## src/rtl/nmos_cmp_counter.sv

```systemverilog
// nmos_cmp_counter: value generator for the VV inputs of a chain of two-phase
// comparator bit cells. A WIDTH-bit up-counter runs against a limit that is
// loaded from the data bus through a two-stage LD/C1 latch pair, and a
// registered terminal-count strobe (TC) fires when the count matches the limit.
//
// Optional feature macro: NMOS_CMP_CNT_PRESCALE_EN
//   Defined   : an internal prescaler divides CE so that only every PRESCALE-th
//               CE tick in RUN acts as a count step.
//   Undefined : every CE is a count step; PRESCALE is only range-checked.

module nmos_cmp_counter #(
    parameter int unsigned WIDTH    = 8,
    parameter int unsigned PRESCALE = 4
) (
    input  logic             main_clk,
    input  logic             main_rst,
    input  logic [WIDTH-1:0] DB,
    input  logic             LD,
    input  logic             C1,
    input  logic             CE,
    input  logic             START,
    input  logic             STOP,
    input  logic             ONESHOT,
    output logic [WIDTH-1:0] VV,
    output logic             TC,
    output logic             BUSY
);

    typedef enum logic [1:0] {
        StIdle,
        StRun,
        StDone
    } state_e;

    state_e           state_q, state_d;
    logic [WIDTH-1:0] stage_q, stage_d;
    logic [WIDTH-1:0] limit_q, limit_d;
    logic [WIDTH-1:0] vv_q, vv_d;
    logic             tc_q, tc_d;
    logic             busy_q, busy_d;

    // Qualified count step: CE, optionally divided by the prescaler.
    logic             step;

    // Reject an out-of-range divide ratio at elaboration time.
    if (PRESCALE < 2 || PRESCALE > 256) begin : g_bad_prescale
        $error("nmos_cmp_counter: PRESCALE must be within 2..256");
    end

`ifdef NMOS_CMP_CNT_PRESCALE_EN
    localparam int unsigned PreW = $clog2(PRESCALE);
    localparam logic [PreW-1:0] PreLast = PreW'(PRESCALE - 1);

    logic [PreW-1:0] pre_q, pre_d;

    // A count step is the CE tick that finds the prescaler at its last value.
    always_comb begin
        step = CE && (pre_q == PreLast);
    end

    // Prescaler advances only on CE in RUN; START/STOP and each step restart it.
    always_comb begin
        pre_d = pre_q;
        if (START || STOP) begin
            pre_d = '0;
        end else if (state_q == StRun && CE) begin
            if (step) begin
                pre_d = '0;
            end else begin
                pre_d = pre_q + PreW'(1);
            end
        end
    end

    // Prescaler register.
    always_ff @(posedge main_clk) begin
        if (main_rst) begin
            pre_q <= '0;
        end else begin
            pre_q <= pre_d;
        end
    end
`else
    // Without the prescaler every CE tick is a count step.
    always_comb begin
        step = CE;
    end
`endif

    // Two-stage load: LD captures the bus, C1 moves the old stage into the limit,
    // so LD and C1 together still hand the previous stage value to the limit.
    always_comb begin
        stage_d = LD ? DB : stage_q;
        limit_d = C1 ? stage_q : limit_q;
    end

    // Run-control FSM and count datapath; STOP outranks START everywhere.
    always_comb begin
        state_d = state_q;
        vv_d    = vv_q;
        tc_d    = 1'b0;

        unique case (state_q)
            StIdle: begin
                if (START && !STOP) begin
                    state_d = StRun;
                    vv_d    = '0;
                end
            end

            StRun: begin
                if (STOP) begin
                    // Halt with VV frozen; a pending match is discarded.
                    state_d = StIdle;
                end else if (START) begin
                    vv_d = '0;
                end else if (step) begin
                    // Equality only: a limit below VV is reached after a silent wrap.
                    if (vv_q == limit_q) begin
                        tc_d = 1'b1;
                        if (ONESHOT) begin
                            state_d = StDone;
                        end else begin
                            vv_d = '0;
                        end
                    end else begin
                        vv_d = vv_q + WIDTH'(1);
                    end
                end
            end

            StDone: begin
                if (STOP) begin
                    state_d = StIdle;
                end else if (START) begin
                    state_d = StRun;
                    vv_d    = '0;
                end
            end

            default: begin
                state_d = StIdle;
            end
        endcase

        busy_d = (state_d == StRun);
    end

    // State, load latches and registered outputs; reset overrides everything.
    always_ff @(posedge main_clk) begin
        if (main_rst) begin
            state_q <= StIdle;
            stage_q <= '0;
            limit_q <= '0;
            vv_q    <= '0;
            tc_q    <= 1'b0;
            busy_q  <= 1'b0;
        end else begin
            state_q <= state_d;
            stage_q <= stage_d;
            limit_q <= limit_d;
            vv_q    <= vv_d;
            tc_q    <= tc_d;
            busy_q  <= busy_d;
        end
    end

    assign VV   = vv_q;
    assign TC   = tc_q;
    assign BUSY = busy_q;

endmodule

```

## config.mk

```make
export PLATFORM = sky130hd
export DESIGN_NAME = nmos_cmp_counter
export DESIGN_NICKNAME = d
export VERILOG_FILES = /design/src/rtl/nmos_cmp_counter.sv
export SDC_FILE = /design/constraint.sdc
export NUM_CORES = 1
export LEC_CHECK = 0
export BUFFER_PORTS_ARGS = -buffer_cell sky130_fd_sc_hd__buf_4
export CORE_MARGIN = 4
export CORE_UTILIZATION = 56
export DETAILED_ROUTE_END_ITERATION = 10
export MAX_ROUTING_LAYER = met4
export PLACE_DENSITY = 0.82
export SYNTH_ARGS = -nofsm -noshare
export SYNTH_HDL_FRONTEND = slang
export SYNTH_SLANG_ARGS = --single-unit
```

## constraint.sdc

```tcl
create_clock -name main_clk -period 5.1 [get_ports main_clk]
set_clock_uncertainty 0.1 [all_clocks]
set_input_delay 0.51 -clock main_clk [delete_from_list [all_inputs] [get_ports main_clk]]
set_output_delay 0.51 -clock main_clk [all_outputs]
set_load 0.02 [all_outputs]
```

### After elaboration in Yosys (flattened, before gate mapping)

Index checks and enable logic that the tools add are counted.
Widths: inputs -> output; s select.

| storage, ports and cells | value |
|---|---|
| register bits after elaboration | 28 |
| input bits | 16 |

| operators by class | value |
|---|---|
| mux-type cells | 19 |
| reductions and logical operators | 6 |
| bitwise gates (word level) | 2 |
| equal/unequal tests | 10 |
| $add $sub $neg | 1 |

Operators with widths:

| operator | number |
|---|---|
| $mux 8 | 8 |
| $pmux 8 s3 | 1 |
| $mux 2 | 8 |
| $add 8x1->8 const B | 1 |
| $eq 8x8->1 | 1 |
| $ne 2x2->1 const B | 4 |
| $reduce_and 7->1 | 1 |
| $pmux 2 s3 | 1 |
| $reduce_or 5->1 | 1 |
| $eq 2x1->1 const B | 2 |
| $ne 4x4->1 const B | 1 |
| $ne 3x3->1 const B | 1 |
| $reduce_bool 3->1 | 1 |
| $eq 2x2->1 const B | 1 |
| $logic_not 2->1 | 1 |
| $not 1->1 | 2 |
| $logic_and 1x1->1 | 1 |
| $logic_not 1->1 | 1 |
| $mux 1 | 1 |

### Longest topological paths before layout

Gate-level depths: netlist (run 1).

| logic depth | value |
|---|---|
| depth in word-level cells | 7 |
| depth in mapped cells | 6 |
| mapped depth without buffers | 6 |

### Worst setup path before layout (run 1)

OpenSTA, ideal clock, no wires.

| timing | value |
|---|---|
| path type | register to register |
| start | register vv_q[3] (netlist: VV[3]) |
| end | register vv_q[1] (netlist: VV[1]) |
| library setup time | 0.120 ns |
| clock period less this slack | 1.951 ns |
| stages on the path, launching flop included | 7 |
| data arrival time | 1.731 ns |
| slack | 3.149 ns |
| path through | dfxtp_1 xor2_1 nor4_2 a31oi_2 o21ai_2 mux2i_1 nor2_2 |

| on the way | value |
|---|---|
| word-level cells in the longest chain between the ends | 6 |
| elaborated cells between the ends (all ways) | 8 |
| classes of those cells | eq/ne (2); mux (5); reduce/logical (1) |

RTL lines:

| element | RTL line | text |
|---|---|---|
| start: declaration | 38 | `logic [WIDTH-1:0] vv_q, vv_d;` |
| start signal: assignment | 162 | `vv_q <= vv_d;` |
| $eq 8x8->1 * | 119 | `if (vv_q == limit_q) begin` |
| $mux 8 | 119 |  |
| $mux 8 | 117 | `end else if (step) begin` |
| $mux 8 | 115 | `end else if (START) begin` |
| $mux 8 | 112 | `if (STOP) begin` |
| $pmux 8 s3 | 103 | `unique case (state_q)` |

Mark *: on every way between the ends. The rest lies on a longest branch, timed or not. The select of a mux whose other input is x is not followed.
A chain may end at the register's enable or synchronous reset.

### Final worst setup path (run 1)

| timing | value |
|---|---|
| start | register vv_q[2] (netlist: VV[2]) |
| end | register vv_q[1] (netlist: VV[1]) |

The elaborated chain is that of the path after synthesis.

==> results_dict.tcl, run 1 <==
set metrics [dict create \
    status "finished clean" \
    layout.nets 163 \
    syn_inst 121 \
    seq_area_frac_synth_pct 46.04 \
    rsz0062_at_grt "no" \
    syn_area_mm2 0.001217 \
    dieArea_mm2 0.002984 \
    grt_overflow 0 \
    clock.fmax_mhz 493.4 \
    preCtsSetupSlack_ns 3.125 \
    grt_max_degree 21 \
    yosysUniqueCellTypes 30 \
    drt-total-wl_mm 2.380 \
    clock_latency_ns 0.31 \
    route.detailed.drc 0 \
    post_layout_nonfiller_instances 171 \
    synth_top_area_cell "dfxtp_1" \
    start_util_pct 60.21 \
    row_count 16 \
    final.min_clock_period_ns 2.027 \
    place.detailed.hpwl_mm 1.775 \
    globalplace.congestion 0.8641 \
    antenna_found_initial 0 \
    worstHoldPathType "input port to flop" \
    yosys_warnings 0 \
    diodes 0 \
    final_area_mm2 0.001431 \
    port_buffers 25 \
    finalCritPeriodShare_pct 39.74 \
    startpoint_type "flop" \
    ys.flop_type "dfxtp_1" \
    wire_per_inst_um 13.92 \
    cts-root-buf "clkbuf_4" \
    firstDrtPassIters 4 \
    slew_headroom_pct 70.88 \
    yosys.cell_count.top_type "dfxtp_1" \
    cap_violations 0 \
    synth_commonest_cells "dfxtp_1, nor2_1, mux2i_1" \
    powerDensity_mw_per_mm2 254.9 \
    r2r_cells 6 \
    min_delay_path_depth 2 \
    clockBufferDepth 2 \
    die_height_um 54.63 \
    synth_edf_count 0 \
    leakagePower_nw 0.6626 \
    ys_top_cells_by_area "dfxtp_1, mux2i_1, xor2_1" \
    numClockSinks 28 \
    cts.clk_slew.worst_paths_ns 0.13 \
    async_flop_share_pct 0 \
    hold_buffers 0 \
    post-cts-setup-buffers 0 \
    tns_ns 0 \
    worstMarginPinSlew_ns 0.4332 \
    cts_buffers 3 \
    ant_nets 0 \
    synth_top_area_share_pct 46.04 \
    slew_violations 0 \
    syn_avg_cell_area_um2 10.06 \
    layout_setup_ws_ns 3.073 \
    setup_viol 0 \
    crit_path_end_kind "flop" \
    hold_violations 0 \
    worstSetupPathType "flop to flop" \
    grt_pass1_vias 929 \
    cts_resized 0 \
    placed_area_mm2 0.001409 \
    cp.required_ns 5.22 \
    grt_pass1_wl_mm 4.008 \
    via_per_inst 5.351 \
    vias 915 \
    irDropWorstVdd_uv 260.5 \
    cts_tree "done" \
    area_delta_synth_final_pct 17.57 \
    cp.arrival_ns 2.14 \
    drive_above_1_share_pct 24.31 \
    die_x_um 54.63 \
    drtIter0Drc 11 \
    ios 26 \
    crit_fanout 6 \
    place_inst 168 \
    core-area_mm2 0.002022 \
    syn_nets 138 \
    cts_max_level 1 \
    fillers 160 \
    track_usage_pct 18.98 \
    synth_seq_cells 28 \
]
-- metal layers --
| metal | part of all wire (%) | vias up | global-route usage, % |
|---|---|---|---|
| met5 | 0 | - | - |
| met4 | 0.50 | 0 | 3.734 |
| met3 | 4.7 | 2 | 5.177 |
| met2 | 51 | 18 | 31.50 |
| met1 | 44 | 417 | 23.01 |
| li1 | - | 478 | - |
-- report_power, final --
part	total (mW)	switching (mW)	internal (mW)
Clock	0.0856	0.0580	0.0276
Combinational	0.0472	0.0244	0.0228
Sequential	0.232	0.00572	0.226
-- cell usage in the layout, fill, tap and decap left out, types with 2 or more instances in the layout --
| master | synthesis | layout |
|---|---|---|
| dfxtp_1 | 28 | 28 |
| o21ai_0 | 2 | 2 |
| xor2_1 | 13 | 13 |
| o2111ai_1 | 2 | 2 |
| nand3_1 | 3 | 3 |
| nand2_1 | 2 | 2 |
| a2111oi_0 | 2 | 2 |
| buf_4 | 0 | 25 |
| or3_1 | 3 | 3 |
| a21oi_1 | 5 | 5 |
| mux2i_1 | 17 | 17 |
| nor2_1 | 22 | 22 |
| nor4_2 | 2 | 2 |
| clkbuf_4 | 0 | 3 |
-- cell families after synthesis --
kind of cell               synth area share [%]
and+or+nand+nor                           17.78
DFF                                       46.04
muxes                                     13.98
AOI/OAI and AO/OA                         9.353
xor gates and xnor gates                  9.353
buffers and inverters                     2.467
adders and majority gates                 1.028
-- final cells by class --
type	count	area, um^2	share of cell area, %
well taps	27	33.78	2.360
multi-input cells	88	626.9	43.79
repair buffers	25	187.7	13.11
clock buffers	3	22.52	1.573
flip-flops and latches	28	560.5	39.16
-- registers in the layout, indices dropped and copies added, names as in the netlist --
register,cells
state_q,2
BUSY,1
limit_q,8
VV,8
TC,1
stage_q,8
-- final timing paths --
path              start    endpoint  slack [ns]
min                STOP        BUSY        0.28
max               VV[2]       VV[1]        3.07
max reg2reg       VV[2]       VV[1]        3.07
min reg2reg  stage_q[4]  stage_q[4]        0.42
-- metrics by stage --
step / utilization (%) / hold WS (ns) / power (mW)
after detailed placement: 69.68 / 0.3936 / 0.2841
after global routing: 70.79 / 0.2629 / 0.3833
after global placement: 69.68 / 0.3761 / 0.2825
after CTS: 70.79 / 0.2732 / 0.3691
final: 70.79 / 0.2780 / 0.3649
after floorplan: - / 0.3601 / 0.2676
-- worst max-delay path: stages, from the launching register on --
cell and delay, ns:
dfxtp_1 0.49, xor2_1 0.12, nor4_2 0.44, a31oi_2 0.22, o21ai_2 0.27, mux2i_1 0.25
nor2_2 0.04
(Power assumes the default switching activity.)
==> run 2, diff against run 1 <==
--- a/config.mk
+++ b/config.mk
@@ -7,10 +7,10 @@
 export LEC_CHECK = 0
 export BUFFER_PORTS_ARGS = -buffer_cell sky130_fd_sc_hd__buf_4
 export CORE_MARGIN = 4
-export CORE_UTILIZATION = 56
+export CORE_UTILIZATION = 52
 export DETAILED_ROUTE_END_ITERATION = 10
 export MAX_ROUTING_LAYER = met4
-export PLACE_DENSITY = 0.82
+export PLACE_DENSITY = 0.77
 export SYNTH_ARGS = -nofsm -noshare
 export SYNTH_HDL_FRONTEND = slang
 export SYNTH_SLANG_ARGS = --single-unit
==> constraint.sdc (replaced) <==
create_clock -name main_clk -period 1.93 [get_ports main_clk]
set_clock_uncertainty 0.1 [all_clocks]
set_input_delay 0.193 -clock main_clk [delete_from_list [all_inputs] [get_ports main_clk]]
set_output_delay 0.193 -clock main_clk [all_outputs]
set_load 0.02 [all_outputs]
==> run 2 against run 1 <==
Net effect: fmax rose by 9.2%; highest routed layer unchanged; core utilization rose by 4.2 points; combinational power rose to 3.5 times the previous value; register-to-register slack got worse by 3.0 ns; routed wire length rose by 15%; worst setup slack got worse by 3.0 ns; sequential cell count did not move; clock-buffer cell count did not move; total power rose to 3.2 times the previous value; worst hold slack got worse by 0.21 ns; via count rose by 13%.
==> results_dict.tcl, run 2 (same netlist as run 1, synthesis figures left out) <==
set metrics [dict create \
    status "finished clean" \
    cpMaxStageDelayCell "dfxtp_1" \
    timing.rr.end "VV[4]" \
    ios 26 \
    rsz0062_at_grt "no" \
    tns_ns 0 \
    worstSetupPathType "flop to flop" \
    drt-total-wl_mm 2.743 \
    fillers 164 \
    cts_tree "done" \
    clockBufferDepth 2 \
    worstMarginPinSlew_ns 0.3625 \
    die_x_um 56.39 \
    diodes 0 \
    r2r_cells 6 \
    dieArea_mm2 0.003179 \
    route.detailed.drc 0 \
    via_per_inst 5.511 \
    crit_family "compound AO/OA/AOI/OAI gates" \
    powerDensity_mw_per_mm2 698.9 \
    crit_path_end_kind "flop" \
    die_height_um 56.39 \
    place_inst 175 \
    cap_violations 0 \
    hold_violations 0 \
    core-area_mm2 0.002212 \
    drtIter0Drc 26 \
    clock_latency_ns 0.33 \
    cts_max_level 1 \
    slew_violations 0 \
    track_usage_pct 18.88 \
    place.detailed.hpwl_mm 1.796 \
    r2r_start "VV[4]" \
    grt_pass1_vias 1047 \
    wire_per_inst_um 14.59 \
    area_delta_synth_final_pct 36.28 \
    layout.nets 178 \
    grt_max_degree 21 \
    port_buffers 25 \
    final_common_cell "buf_4" \
    utilization_pct 75.00 \
    firstDrtPassIters 4 \
    clock.fmax_mhz 538.6 \
    post_layout_nonfiller_instances 188 \
    cts_buffers 3 \
    grt_pass1_wl_mm 4.623 \
    min_from "main_rst" \
    critical_path_buf_inv_count 0 \
    row_count 17 \
    irDropWorstVdd_uv 513.3 \
    post-cts-setup-buffers 0 \
    antenna_found_initial 0 \
    max_stage_delay_ns 0.40 \
    worstPathCellList "xor2_1 > nor4_4 > a31oi_4 > o21ai_4 > or3_1 > a21oi_1" \
    start_util_pct 55.03 \
    numClockSinks 28 \
    ant_nets 0 \
    vias 1036 \
    holdPathEnd "limit_q[3]" \
    startpoint_type "flop" \
    worstHoldPathType "input port to flop" \
    placed_area_mm2 0.001458 \
    slew_headroom_pct 75.21 \
    ff2ff_setup_slack_ns 0.07 \
    cts.clk_slew.worst_paths_ns 0.15 \
    cp.arrival_ns 2.03 \
    crit_fanout 6 \
    final_area_mm2 0.001659 \
    final.min_clock_period_ns 1.857 \
    final_cell_mix "buf_4, dfxtp_1, nor2_1, mux2i_1, xor2_1" \
    finalCritPeriodShare_pct 96.20 \
    grt_overflow 0 \
    setup_viol 0 \
    cp.required_ns 2.10 \
    drive_above_1_share_pct 32.50 \
    leakagePower_nw 0.7572 \
    power_mw 1.159 \
    cts-root-buf "clkbuf_4" \
    min_delay_path_depth 2 \
    globalplace.congestion 0.7172 \
]
[run 2: worst reg2reg max path, cell delays in order (launching register included)]
cell	delay (ns)
dfxtp_1	0.40
xor2_1	0.27
nor4_4	0.10
a31oi_4	0.29
o21ai_4	0.12
or3_1	0.37
a21oi_1	0.16
[run 2: worst max path at each step]
| stage | startpoint | endpoint | depth (start not counted) |
|---|---|---|---|
| 2_1_floorplan | VV[2] | VV[1] | 6 |
| 3_3_place_gp | VV[6] | VV[1] | 6 |
| 3_5_place_dp | VV[6] | VV[1] | 6 |
| 4_1_cts | VV[6] | VV[1] | 6 |
| 5_1_grt | limit_q[3] | VV[7] | 6 |
| 6_report | VV[4] | VV[4] | 6 |
[run 2: what timing repair did]
action | 4_1_cts | 5_1_grt
hold buffers | 9 | 0
hold endpoints to repair | 10 | 0
resized for setup | 1 | 11
setup endpoints to repair | 2 | 9
pin swaps | 0 | 4
[run 2: cell type report]
| type | count | area [um^2] | area share, % |
|---|---|---|---|
| timing repair buffer | 40 | 322.8 | 19.46 |
| tap | 28 | 35.03 | 2.112 |
| multi-input combinational | 88 | 680.7 | 41.03 |
| clock inverter | 1 | 30.03 | 1.810 |
| clock buffer | 3 | 22.52 | 1.357 |
| sequential | 28 | 568.0 | 34.24 |
[run 2: metal layers]
layer / GRT usage [%] / vias up / share of wire, %
li1: - / 503 / -
met1: 21.84 / 487 / 40
met2: 30.55 / 35 / 51
met3: 3.678 / 11 / 4.8
met4: 10.51 / 0 / 4.2
met5: - / - / 0
[run 2: stage by stage]
stage | worst slack (ns) | hold slack [ns]
finish | 0.07338 | 0.06926
global route | 0.005620 | 0.06505
CTS | 0.03013 | 0.05445
detailed placement | 0.04378 | 0.3048
global placement | 0.04414 | 0.3023
floorplan | 0.001830 | 0.1845
[run 2: where the power goes]
group          internal [mW]  leakage [nW]  switching, mW
logic                 0.0853         0.498         0.0776
clock network          0.210        0.0279          0.172
registers              0.599         0.231         0.0155
total                  0.894         0.757          0.265
